$ cat src/rtl/fetch_pkg.sv
// Shared types and constants for the instruction fetch controller and its buffer.
package fetch_pkg;

  localparam int unsigned XLEN            = 32;
  localparam int unsigned FETCH_BUF_DEPTH = 2;
  localparam int unsigned FETCH_BUF_CNT_W = 2;

  localparam logic [XLEN-1:0] NOP_INSTR = 32'h0000_0013;

  typedef enum logic [1:0] {
    ST_IDLE = 2'd0,
    ST_REQ  = 2'd1,
    ST_WAIT = 2'd2,
    ST_DROP = 2'd3
  } fetch_state_e;

  typedef struct packed {
    logic [XLEN-1:0] pc;
    logic [XLEN-1:0] instr;
  } fetch_entry_t;

  // Head contents presented to decode while the buffer is empty.
  localparam fetch_entry_t EMPTY_ENTRY = '{pc: '0, instr: NOP_INSTR};

  function automatic logic [XLEN-1:0] word_align(input logic [XLEN-1:0] addr);
    return addr & ~XLEN'(3);
  endfunction

endpackage

$ cat src/rtl/fetch_buf.sv
// Two-entry instruction FIFO; slot 0 is always the head so decode sees flopped data.
module fetch_buf
  import fetch_pkg::*;
(
  input  logic                       clk,
  input  logic                       reset,
  input  logic                       push,
  input  fetch_entry_t               push_entry,
  input  logic                       pop,
  input  logic                       flush,
  output logic [FETCH_BUF_CNT_W-1:0] count,
  output logic                       head_valid,
  output fetch_entry_t               head
);

  localparam logic [FETCH_BUF_CNT_W-1:0] CNT_ONE  = FETCH_BUF_CNT_W'(1);
  localparam logic [FETCH_BUF_CNT_W-1:0] CNT_FULL = FETCH_BUF_CNT_W'(FETCH_BUF_DEPTH);

  fetch_entry_t                 slot1;
  fetch_entry_t                 head_next;
  fetch_entry_t                 slot1_next;
  logic [FETCH_BUF_CNT_W-1:0]   count_next;
  logic                         pop_eff;

  assign pop_eff = pop & head_valid;

  // Flush wins over everything; otherwise shift on pop, fill the first free slot on push.
  always_comb begin
    head_next  = head;
    slot1_next = slot1;
    count_next = count;
    if (flush) begin
      head_next  = EMPTY_ENTRY;
      count_next = '0;
    end else if (push && pop_eff) begin
      if (count == CNT_ONE) begin
        head_next = push_entry;
      end else begin
        head_next  = slot1;
        slot1_next = push_entry;
      end
    end else if (pop_eff) begin
      count_next = count - CNT_ONE;
      head_next  = (count == CNT_ONE) ? EMPTY_ENTRY : slot1;
    end else if (push) begin
      count_next = count + CNT_ONE;
      if (count == '0) begin
        head_next = push_entry;
      end else begin
        slot1_next = push_entry;
      end
    end
  end

  always_ff @(posedge clk or posedge reset) begin
    if (reset) begin
      head       <= EMPTY_ENTRY;
      slot1      <= '0;
      count      <= '0;
      head_valid <= 1'b0;
    end else begin
      head       <= head_next;
      slot1      <= slot1_next;
      count      <= count_next;
      head_valid <= (count_next != '0);
    end
  end

  // The fetch credit scheme must never let a push land on a full buffer.
  assert property (@(posedge clk) disable iff (reset)
    !(push && !pop_eff && !flush && count == CNT_FULL))
    else $error("fetch_buf overflow");

endmodule

$ cat src/rtl/fetch_ctrl.sv
// Instruction fetch controller: one outstanding memory request, two-entry decode buffer,
// redirect handling with in-flight response dropping.
module fetch_ctrl
  import fetch_pkg::*;
#(
  parameter logic [31:0] RESET_PC = 32'h0000_0000
) (
  input  logic        clk,
  input  logic        reset,
  input  logic        redirect_valid,
  input  logic [31:0] redirect_pc,
  output logic        req_valid,
  input  logic        req_ready,
  output logic [31:0] req_addr,
  input  logic        resp_valid,
  input  logic [31:0] resp_data,
  output logic        instr_valid,
  input  logic        instr_ready,
  output logic [31:0] instr,
  output logic [31:0] pc_out
);

  localparam logic [FETCH_BUF_CNT_W-1:0] BUF_FULL = FETCH_BUF_CNT_W'(FETCH_BUF_DEPTH);

  fetch_state_e               state;
  fetch_state_e               state_next;
  logic [XLEN-1:0]            fetch_pc;
  logic [XLEN-1:0]            fetch_pc_next;
  logic [XLEN-1:0]            req_pc;
  logic [XLEN-1:0]            req_pc_next;
  logic                       push;
  logic                       flush;
  logic                       pop;
  logic [FETCH_BUF_CNT_W-1:0] buf_count;
  logic                       head_valid;
  fetch_entry_t               head;
  fetch_entry_t               push_entry;

  assign pop        = head_valid & instr_ready;
  assign push_entry = '{pc: req_pc, instr: resp_data};

  always_ff @(posedge clk or posedge reset) begin
    if (reset) begin
      state    <= ST_IDLE;
      fetch_pc <= word_align(RESET_PC);
      req_pc   <= '0;
    end else begin
      state    <= state_next;
      fetch_pc <= fetch_pc_next;
      req_pc   <= req_pc_next;
    end
  end

  // req_valid is combinational so a redirect suppresses the handshake in the same cycle.
  always_comb begin
    state_next    = state;
    fetch_pc_next = fetch_pc;
    req_pc_next   = req_pc;
    push          = 1'b0;
    flush         = 1'b0;
    req_valid     = 1'b0;

    unique case (state)
      ST_IDLE: begin
        state_next = ST_REQ;
      end
      ST_REQ: begin
        req_valid = (buf_count < BUF_FULL) && !redirect_valid;
        if (req_valid && req_ready) begin
          req_pc_next   = fetch_pc;
          fetch_pc_next = fetch_pc + XLEN'(4);
          state_next    = ST_WAIT;
        end
      end
      ST_WAIT: begin
        if (redirect_valid) begin
          state_next = resp_valid ? ST_REQ : ST_DROP;
        end else if (resp_valid) begin
          push       = 1'b1;
          state_next = ST_REQ;
        end
      end
      ST_DROP: begin
        // The response owed to the abandoned request ends the drop even if redirected again.
        if (resp_valid) begin
          state_next = ST_REQ;
        end
      end
      default: begin
        state_next = ST_IDLE;
      end
    endcase

    if (redirect_valid) begin
      fetch_pc_next = word_align(redirect_pc);
      flush         = 1'b1;
    end
  end

  fetch_buf u_fetch_buf (
    .clk        (clk),
    .reset      (reset),
    .push       (push),
    .push_entry (push_entry),
    .pop        (pop),
    .flush      (flush),
    .count      (buf_count),
    .head_valid (head_valid),
    .head       (head)
  );

  assign req_addr    = fetch_pc;
  assign instr_valid = head_valid;
  assign instr       = head.instr;
  assign pc_out      = head.pc;

endmodule

$ cat config.mk
export PLATFORM = sky130hd
export DESIGN_NAME = fetch_ctrl
export DESIGN_NICKNAME = d
export VERILOG_FILES = /design/src/rtl/fetch_pkg.sv /design/src/rtl/fetch_buf.sv /design/src/rtl/fetch_ctrl.sv
export SDC_FILE = /design/constraint.sdc
export NUM_CORES = 1
export LEC_CHECK = 0
export CAP_MARGIN = 5
export CORE_MARGIN = 2
export CORE_UTILIZATION = 52
export DETAILED_ROUTE_END_ITERATION = 6
export PLACE_DENSITY = 0.8
export SLEW_MARGIN = 20
export SYNTH_ARGS = -nofsm -noshare
export SYNTH_HDL_FRONTEND = slang
export SYNTH_HIERARCHICAL = 1
export SYNTH_SLANG_ARGS = --single-unit
$ cat constraint.sdc
create_clock -name clk -period 7 [get_ports clk]
set_clock_uncertainty 0.2 [all_clocks]
set_input_delay 2.1 -clock clk [delete_from_list [all_inputs] [get_ports clk]]
set_output_delay 2.1 -clock clk [all_outputs]
set_load 0.1 [all_outputs]
* Yosys cells after proc, flatten, opt, wreduce, memory -nomap -nowiden
Cells that the tools add are included.
Cells by class: muxes and demuxes 29, shift operators 0, divide/modulo/power cells 0, eq/ne operators 8, bitwise operators 3, multiply operators 0, $lt $le $gt $ge 1, add/subtract/negate cells 3, reduce and logical (&&, ||, !) cells 16
Operator list (number):
- 64-bit two-way mux | 12
- 32-bit two-way mux | 3
- 32-bit by 3-bit adder with 32-bit output, second input constant | 1
- 2-bit two-way mux | 8
- 2-bit one-hot mux with 4 select lines | 1
- 2-bit nonzero test | 4
- 4-bit nonzero test | 2
- 2-bit inequality test, second input constant | 3
- 2-bit AND reduction | 3
- 1-bit two-way mux | 5
- 5-bit AND reduction | 1
- 2-bit by 1-bit equality test with 1-bit output, second input constant | 2
- 2-bit equality test, second input constant | 2
- 2-bit zero test | 2
- 1-bit logical AND | 3
- 2-bit by 1-bit adder with 2-bit output, second input constant | 1
- 1-bit AND | 2
- 2-bit less-than comparator, second input constant | 1
- 2-bit by 1-bit inequality test with 1-bit output, second input constant | 1
- 2-bit by 1-bit subtractor with 2-bit output, second input constant | 1
- 1-bit zero test | 1
- 1-bit NOT | 1
Word-level totals: register bits after elaboration 197, bits in latches 0, output and inout port bits 98, ROM bits 0, memory bits (writable) 0, memories kept 0, bits of input ports 70

* Depth between registers and ports, before layout
depth after elaboration 8, gate-level depth with buffers 11

* Cells and area by module
Netlist, hierarchy kept.
By module, submodules not included:
- fetch_buf | area each 5655.4 um^2, cells each 453, instances 1
- fetch_ctrl | area each 3160.5 um^2, cells each 357, instances 1

* Worst setup path after synthesis
No wires, ideal clock.
kind input to output, start input redirect_valid, end output req_valid, data arrival time 3258 ps, stages 1, data required time 4700 ps, path buffers 0, slack 1442 ps, cells stage by stage nor4b_4
Between the ends: longest elaborated chain between the ends 3
Ends and longest elaborated chain:
- start: declaration | line fetch_ctrl.sv:10 | input logic redirect_valid,
- 1-bit zero test | line fetch_ctrl.sv:68 | req_valid = (buf_count < BUF_FULL) && !redirect_valid;
- 1-bit logical AND | line fetch_ctrl.sv:68
- 1-bit two-way mux | line fetch_ctrl.sv:63 | unique case (state)
- end: declaration | line fetch_ctrl.sv:12 | output logic req_valid,
Every way passes these cells.

* Final worst setup path
Ends and elaborated chain as after synthesis.

==> impl_metrics.toml <==
[outcome]
status = "finished, final reports clean"

[placement]
postPlaceCellArea_um2 = 10500
dp.cells = 1153
finalWeightedCongestion = 0.838
place_ws_ns = 1.77
io_buffers = 163
hpwl_um = 13400

[global_routing]
globalRoute.totalOverflow = 0
grt_util_all_layers = 0.240
antenna_found_initial = 0
grt_pass1_wl_um = 34700
grt_pass1_vias = 6708
grt_start_max_net_pins = 82

[final_layout]
layout-drive-gt1-share = 0.133
antennaDiodeCount = 0
fin_nets = 1026
fillCellCount = 1290
final_common_cell = "dfrtp_1"
fin_area_um2 = 11100
area_growth_pct = 25.9
final_cells = 1186
final_cell_mix = "dfrtp_1, nand2_1, clkdlybuf4s50_1"
final_util = 0.669

[worst_setup_path]
path_class = "in2out"
cp.required_ns = 4.70
critPathMaxFanout = 5
worst_path_dominant_cell_family = "buffers and inverters"
cp_num_buf_inv = 2
start_kind = "input port"
arrival_ns = 2.93
slowest_stage = "buf_4"
crit_chain = "buf_2, nor4b_4, buf_4"
critPathCaptureType = "primary output"
cpPeakStageDelay_ns = 0.36

[detailed_routing]
finalWirelength_um = 20900
drt-initial-drc-count = 496
dr.pass1.iters = 5
drc = 0
vias = 6728
ant_nets = 0
routedWlPerCell_um = 17.6
vias_per_cell = 5.67

[synth]
yosysTopAreaCell = "dfrtp_1"
seq_area_frac_synth = 0.548
synth_warnings = 6
netlist.area_leader.share = 0.539
syn_avg_cell_area_um2 = 10.9
netlist_area_um2 = 8820
synth_cells = 810
synth.distinct_cells = 57
yosys-top-cells-area = "dfrtp_1, mux2_4, nand2_1, a22oi_1, o21ai_0"
ys_ff_latch = 193

[die]
start_util = 0.532
floorplan.die_area_um2 = 18000
ios = 168
row_count = 47
core-area_um2 = 16600
fp.dieW_um = 134
dieHeight_um = 134

[sta]
worst_pin_slew_ns = 1.06
tns_ns = 0
fmax_ghz = 0.191
setup_ws_ns = 1.77
setup_violations = 0
hold_viol = 0
min_period_over_period = 0.747
layout_min_cycle_time_ns = 5.23
slew_headroom = 0.291
grt_setup_unrepaired = "false"
slew_violations = 0

[clock_network]
clk_latency_ns = 0.44
cts_buffers = 17
post_cts_resized = 0
ctsLongestPathBuffers = 2
cts_tree = "yes"
cts_setup_buffers = 0
ctsHoldBuffers = 0
cts_sinks = 193
cts_root_buf = "clkbuf_16"
htree_levels = 4
path_clk_slew_ns = 0.07

[power]
peakVddDrop_uv = 218
p_clk_frac = 0.268
seq_power_share = 0.413
power.leakage_uw = 0.00522
netSwitchingFraction = 0.412
combPwrFrac = 0.320
internal_power_uw = 2010
p_per_area_nw_per_um2 = 308
p_sw_uw = 1410

[job]
max_cap_viol_count = 0

[worst_hold_path]
worst_hold_path_type = "reg2reg"
==> flip-flops by register name, indices dropped and copies added (netlist names) <==
signal / cells
u_fetch_buf/slot1: 64
u_fetch_buf/head_valid: 1
u_fetch_buf/head: 64
u_fetch_buf/count: 2
state: 2
req_pc: 30
req_addr: 30
==> through the flow <==
step	total power (µW)	hold WS, ns
3_3_place_gp	2500	0.260
6_report	3420	0.277
4_1_cts	3440	0.285
3_5_place_dp	2530	0.269
2_1_floorplan	2220	0.269
5_1_grt	3570	0.298
==> layout make-up <==
class | instances | area, µm² | area share
Clock buffer | 17 | 425 | 0.0383
Clock inverter | 15 | 125 | 0.0113
Inverter | 9 | 38.8 | 0.00349
Multi-Input combinational cell | 559 | 3680 | 0.331
Sequential cell | 193 | 4830 | 0.435
Tap cell | 220 | 275 | 0.0248
Timing Repair Buffer | 173 | 1720 | 0.155
==> worst reg2reg max path: stages (launching register included) <==
cell	delay (ns)
dfrtp_1	0.49
inv_1	0.13
ha_1	0.21
a21oi_1	0.18
and2_2	0.73
buf_4	0.43
nand2_1	0.10
o21ai_0	0.08
==> cell usage after synthesis, drive strengths merged <==
cell and n:
buf 25, nand3b 2, or4 2, o221ai 1, nor2 25, a22oi 66, a311o 1, a211oi 1
nor3b 1, a31oi 2, xor2 2, dfrtp 190, conb 1, a32oi 1, nand2 190, nand3 13
nor4b 1, nand2b 4, a311oi 1, nand4 11, a21oi 11, nor3 2, dfstp 3, clkbuf 29
nor4 6, o22ai 3, mux2 64, inv 9, a21o 2, o211ai 4, o31ai 1, o21ai 84
o21a 1, and2 4, a221o 5, xnor2 3, o21bai 2, a211o 2, ha 3, nor2b 9
and3 9, mux2i 4, o311ai 10
==> routing by layer <==
| layer | wire length (µm) | global-route usage | vias to the layer above |
|---|---|---|---|
| li1 | - | - | 3154 |
| met1 | 9640 | 0.355 | 3292 |
| met2 | 9640 | 0.365 | 263 |
| met3 | 1320 | 0.0435 | 19 |
| met4 | 261 | 0.0719 | 0 |
| met5 | 0 | 0 | - |
==> worst paths after layout <==
kind / start / end / slack [ns] / cells past startpoint
worst max register to register: u_fetch_buf/count[1] / u_fetch_buf/head[45] / 4.35 / 7
worst max-delay path: redirect_valid / req_valid / 1.77 / 3
max in group asynchronous: reset / u_fetch_buf/head[0] / 3.71 / 3
min in group asynchronous: reset / u_fetch_buf/head[54] / 2.00 / 2
worst min register to register: u_fetch_buf/head[10] / u_fetch_buf/head[10] / 0.28 / 2
worst min-delay path: u_fetch_buf/head[10] / u_fetch_buf/head[10] / 0.28 / 2
==> power by group through the flow <==
| stage | logic (µW) | clock network, µW | registers (µW) |
|---|---|---|---|
| after global placement | 1080 | 0 | 1430 |
| after floorplan | 274 | 0 | 1940 |
| final | 1090 | 916 | 1410 |
| after CTS | 1100 | 932 | 1410 |
| after global routing | 1150 | 978 | 1440 |
| after detailed placement | 1090 | 0 | 1430 |
==> logic make-up (layout without fill, tap and decap cells) <==
| group | count (synthesis) | in the layout | synth area share |
|---|---|---|---|
| other cells | 1 | 6 | 0.000425 |
| buf+inv | 63 | 214 | 0.0389 |
| fa+ha+maj | 3 | 3 | 0.00426 |
| flops | 193 | 193 | 0.548 |
| xor+xnor | 5 | 5 | 0.00497 |
| mux | 68 | 68 | 0.112 |
| compound gates | 198 | 198 | 0.145 |
| simple gates | 279 | 279 | 0.147 |
Power figures use the tool's default switching activity.
